<file path="src/rtl/vga_config_loader.sv">
// SPI byte-stream to pixel-mux configuration loader; commits staged words at frame start.
// Optional readback path guarded by macro VGA_CFG_READBACK_EN.
module vga_config_loader #(
    parameter logic [31:0] RESET_CONFIG = 32'h80FC_0000,
    parameter logic [7:0]  CMD_WRITE    = 8'hA5,
    parameter logic [7:0]  CMD_READ     = 8'h5A
) (
    input  logic        clk,
    input  logic        rst_n,
    input  logic        ss,
    input  logic        rx_valid,
    input  logic [7:0]  rx_data,
    input  logic        frame_start,
    output logic [31:0] config_out,
    output logic [7:0]  tx_data,
    output logic        update_pending,
    output logic        cmd_error
);

    localparam int unsigned CFG_W = 32;
    localparam int unsigned CNT_W = 2;

    typedef enum logic [2:0] {
        S_IDLE,
        S_CMD,
        S_WDATA,
`ifdef VGA_CFG_READBACK_EN
        S_RDATA,
`endif
        S_DROP
    } state_e;

    state_e             state_q;
    logic [CFG_W-1:0]   shift_q;
    logic [CFG_W-1:0]   staged_q;
    logic [CFG_W-1:0]   config_q;
    logic [CNT_W-1:0]   cnt_q;
    logic               pending_q;
    logic               err_q;

    logic               wr_done_c;
    logic               is_read_c;
    logic [CFG_W-1:0]   shift_d;

    assign shift_d   = {shift_q[23:0], rx_data};
    assign is_read_c = (rx_data == CMD_READ);
    // A write finishing this cycle blocks the commit so a stale staged word is never applied
    assign wr_done_c = !ss && (state_q == S_WDATA) && rx_valid && (cnt_q == CNT_W'(3));

`ifdef VGA_CFG_READBACK_EN
    logic [7:0] tx_q;
    assign tx_data = tx_q;
`else
    assign tx_data = 8'h00;
`endif

    assign config_out     = config_q;
    assign update_pending = pending_q;
    assign cmd_error      = err_q;

    always_ff @(posedge clk or negedge rst_n) begin
        if (!rst_n) begin
            state_q   <= S_IDLE;
            shift_q   <= '0;
            staged_q  <= RESET_CONFIG;
            config_q  <= RESET_CONFIG;
            cnt_q     <= '0;
            pending_q <= 1'b0;
            err_q     <= 1'b0;
`ifdef VGA_CFG_READBACK_EN
            tx_q      <= 8'h00;
`endif
        end else begin
            err_q <= 1'b0;

            if (frame_start && pending_q && !wr_done_c) begin
                config_q  <= staged_q;
                pending_q <= 1'b0;
            end

            if (ss) begin
                state_q <= S_IDLE;
                shift_q <= '0;
                cnt_q   <= '0;
`ifdef VGA_CFG_READBACK_EN
                tx_q    <= 8'h00;
`endif
            end else begin
                case (state_q)
                    S_IDLE: state_q <= S_CMD;

                    S_CMD: begin
                        if (rx_valid) begin
                            cnt_q <= '0;
                            if (rx_data == CMD_WRITE) begin
                                state_q <= S_WDATA;
`ifdef VGA_CFG_READBACK_EN
                            end else if (is_read_c) begin
                                state_q <= S_RDATA;
                                tx_q    <= config_q[31:24];
`else
                            end else if (is_read_c) begin
                                // Readback not built: read command is rejected like any unknown byte
                                state_q <= S_DROP;
                                err_q   <= 1'b1;
`endif
                            end else begin
                                state_q <= S_DROP;
                                err_q   <= 1'b1;
                            end
                        end
                    end

                    S_WDATA: begin
                        if (rx_valid) begin
                            shift_q <= shift_d;
                            cnt_q   <= cnt_q + CNT_W'(1);
                            if (cnt_q == CNT_W'(3)) begin
                                staged_q  <= shift_d;
                                pending_q <= 1'b1;
                                state_q   <= S_DROP;
                            end
                        end
                    end

`ifdef VGA_CFG_READBACK_EN
                    S_RDATA: begin
                        if (rx_valid) begin
                            cnt_q <= cnt_q + CNT_W'(1);
                            case (cnt_q)
                                2'd0:    tx_q <= config_q[23:16];
                                2'd1:    tx_q <= config_q[15:8];
                                2'd2:    tx_q <= config_q[7:0];
                                default: begin
                                    tx_q    <= 8'h00;
                                    state_q <= S_DROP;
                                end
                            endcase
                        end
                    end
`endif

                    S_DROP: state_q <= S_DROP;

                    default: state_q <= S_IDLE;
                endcase
            end
        end
    end

endmodule

</file>
<file path="config.mk">
export PLATFORM = sky130hd
export DESIGN_NAME = vga_config_loader
export DESIGN_NICKNAME = d
export VERILOG_FILES = /design/src/rtl/vga_config_loader.sv
export SDC_FILE = /design/constraint.sdc
export NUM_CORES = 1
export LEC_CHECK = 0
export CAP_MARGIN = 40
export CORE_AREA = 2 2 124 126
export CTS_BUF_LIST = sky130_fd_sc_hd__clkbuf_16
export CTS_CLUSTER_DIAMETER = 150
export CTS_CLUSTER_SIZE = 30
export DETAILED_ROUTE_END_ITERATION = 8
export DIE_AREA = 0 0 126 128
export PLACE_DENSITY = 0.49
export SLEW_MARGIN = 20
export SYNTH_ARGS = -nofsm -noshare
export SYNTH_HDL_FRONTEND = slang
export SYNTH_SLANG_ARGS = --single-unit
</file>
<file path="constraint.sdc">
create_clock -name clk -period 2.3 [get_ports clk]
set_input_delay 0.46 -clock clk [delete_from_list [all_inputs] [get_ports clk]]
set_output_delay 0.46 -clock clk [all_outputs]
set_load 0.01 [all_outputs]
</file>
==> summary.md <==
| Metric | Value |
|---|---|
| RePlAce Congestion | ~0.69 |
| Met3 Wirelength | around 270 microns |
| DIE HEIGHT | about 130 microns |
| Kind of critical path | reg2out |
| Post-synth EDFFs | 0 |
| Worst-Margin Slew | between 500 and 600 ps |
| Run status | complete, no violations |
| M1 WL | 3.491 mm |
| H-Tree Depth | 3 |
| Top-count cell post-synth | dfrtp_1 |
| First-pass GRT wire length | 11.61 mm |
| Power Density | just over 700 mW/mm^2 |
| Final hold violation count | 0 |
| GRT Total Usage | a little under a tenth |
| Largest net degree at the start of global routing | 68 |
| Starting Density | 24.52% |
| Die width | approximately 130 microns |
| Clk root buf | clkbuf_16 |
| Worst vdd ir | 0.3065 mV |
| Syn Std Cell Area | approximately 0.0036 sq mm |
| Final-report max-slew violation count | 0 |
| RSZ-0062 raised after global routing | no |
| Filler Cell Count | approximately 1500 |
| Met2 wire len | between 3 and 4 mm |
| Row cnt | 45 |
| Avg WL per Cell | ~15 microns |
| Core Area | 0.01486 sq mm |
| Detailed Routing Iterations Pass 1 | 4 |
| Syn Inst Count | about 230 |
| Worst setup path start | config_out[18]$_DFFE_PN1P_ |
| Worst setup SP type | flop |
| Yosys top cell by area | dfrtp_1 |
| Final setup vio count | 0 |
| Hold Slack | about 32 ps |
| Total length of routed wires | roughly 7.1 mm |
| CP max-delay cell | clkdlybuf4s50_1 |
| Maxcap violations | 0 |
| Inserted Diodes | 0 |
| CP endpoint kind | output pin |
| Layout area overhead | 27.67% |
| Crit path largest cell delay | around 550 ps |
| CTS sink count | 94 |
| Clock Path Buffers | 2 |
| Fin nets | about 300 |
| Synth Area per Inst | roughly 16 sq um |
| Slew headroom | about 66% |
| Clock skew | ~4.6 ps |
| Async SR Flop Fraction | 100.0% |
| Overflow after GRT | 0 |
| Setup TNS | 0 ps |
| Reg2reg start | state_q[1]$_DFFE_PN0P_ |
| Number of port buffers | between 40 and 50 |
| CTS tree | done |
| Cell Chain, Critical Path | clkdlybuf4s50_1 |
| Final worst-path cycle share | about 80% |
| Min-Delay Path Class | in2async |
| Yosys reg bits | 94 |
| Antenna violations before repair | 0 |
| Reg-to-reg slack, setup | 640 ps |
| Clock-pin transition on the worst setup and hold timing paths | 70 ps |
| Initial DRC Count | roughly 120 |
| Minimum clock period | 1873 ps |
| Top cell family by delay on the critical path | buffers and inverters |
| Share of layout cells above drive strength 1 | approximately a third |
| Sequential fraction of the synthesis area | 65.02% |
| Pleak | 2.175 nW |
| PostCTS Resize Cnt | 0 |
| Final ANT Viol Nets | 0 |
| Top layer in use | met4 |
| FMAX | approximately 0.53 GHz |
| Buf/Inv on CP | 1 |
| Residual DRC count | 0 |
| YS warnings | 0 |
| Post-CTS setup buffers | 0 |
| Final HPWL DP | roughly 4.8 mm |
| CP arrival | roughly 1400 ps |
| Top_reg_cell synth | dfrtp_1 |
| Via density | 4.237 |
| DIE AREA | around 0.016 sq mm |
| Top-area cell type share of the netlist area | approximately 55% |
| Vias post-DR | slightly above 2000 |
| Library cells used by synthesis | 28 |
| Total CTS buffers | 9 |
| Vias in the first global route | roughly 2100 |
| WP data required | about 1800 ps |
| Worst-path maximum fanout | 2 |
| Synth top area cells | dfrtp_1 (55%), mux2_2 (16%), dfstp_2 (10%) |
| Num ports | 55 |
| Hold_buf cts | 0 |
| Synth top cells by count | dfrtp_1 (80), mux2_2 (51), a22o_1 (24) |
| Worst-skew pair later-pin latency | 340 ps |
path summary, 6_finish.rpt:
path,depth (start not counted),endpoint
setup / recovery,1,config_out[18]
hold / removal,1,config_out[30]$_DFFE_PN0P_
setup reg to reg,4,config_out[15]$_DFFE_PN0P_
hold reg to reg,1,config_out[9]$_DFFE_PN0P_
max in group asynchronous,2,staged_q[19]$_DFFE_PN1P_
min in group clk,1,config_out[9]$_DFFE_PN0P_
flip-flops by register name (all words and copies together), names as in the netlist:
register	count
cmd_error	1
config_out	32
state_q	2
update_pending	1
staged_q	32
shift_q	24
cnt_q	2
layout make-up:
type	instances	area (sq um)	area share (%)
clock buffer	9	225.2	4.840
tap	188	235.2	5.055
timing repair buffer	55	575.6	12.37
clock inverter	7	96.34	2.070
multi-input combinational	123	1147	24.66
inverter	1	3.754	0.08067
sequential	94	2370	50.93
cells by family after synthesis:
group / after synthesis / share of synthesized area, %
flops: 94 / 65.02
fa+ha+maj: 1 / 0.3432
compound gates: 33 / 7.690
simple gates: 16 / 2.575
other cells: 1 / 0.1029
buf+inv: 21 / 4.222
mux: 65 / 20.05
layout by cell type, fill, tap and decap left out:
cell	synthesis	routed
ha_1	1	1
a21oi_1	3	3
inv_6	0	2
a32oi_1	1	1
clkbuf_16	0	9
dfstp_2	14	14
nor2b_1	2	2
clkinv_4	0	1
bufinv_16	0	2
a21oi_4	1	1
inv_1	1	1
a21boi_0	1	1
conb_1	1	8
a221oi_1	1	1
nand2_2	1	1
mux2i_1	1	1
and4bb_1	1	1
nand4b_1	1	1
nor4_1	2	2
mux2_1	13	13
a22o_1	24	24
clkinv_2	0	2
o21ai_0	1	1
nor2_1	3	3
buf_4	11	6
nand2b_1	3	3
clkdlybuf4s50_1	0	45
dfrtp_1	80	80
buf_12	0	4
mux2_2	51	51
nand2_1	3	3
o32ai_1	1	1
per-stage QoR:
step | setup slack, ps | utilization, % | instances | instance area [sq um] | total power, mW
floorplan | 673.8 | - | 238 | 3671 | 1.741
global placement | 223.5 | 29.14 | 461 | 4332 | 1.809
detailed placement | 192.2 | 29.14 | 461 | 4332 | 1.812
CTS | 393.4 | 31.30 | 477 | 4653 | 3.421
global route | 372.0 | 31.30 | 477 | 4653 | 3.499
finish | 426.8 | 31.30 | 477 | 4653 | 3.366
metal layers:
metal,global-route usage [%],vias to the layer above
li1,-,918
met1,12.92,1047
met2,13.19,47
met3,3.130,9
met4,3.297,0
met5,0,-
report_power, final:
part / leakage, nW / switching [mW] / internal, mW
combinational: 0.757 / 0.0700 / 0.0380
clock: 0.160 / 0.629 / 0.958
sequential: 1.26 / 0.00914 / 1.66
total: 2.18 / 0.709 / 2.66
No activity file was read; power rests on OpenSTA's default activity.
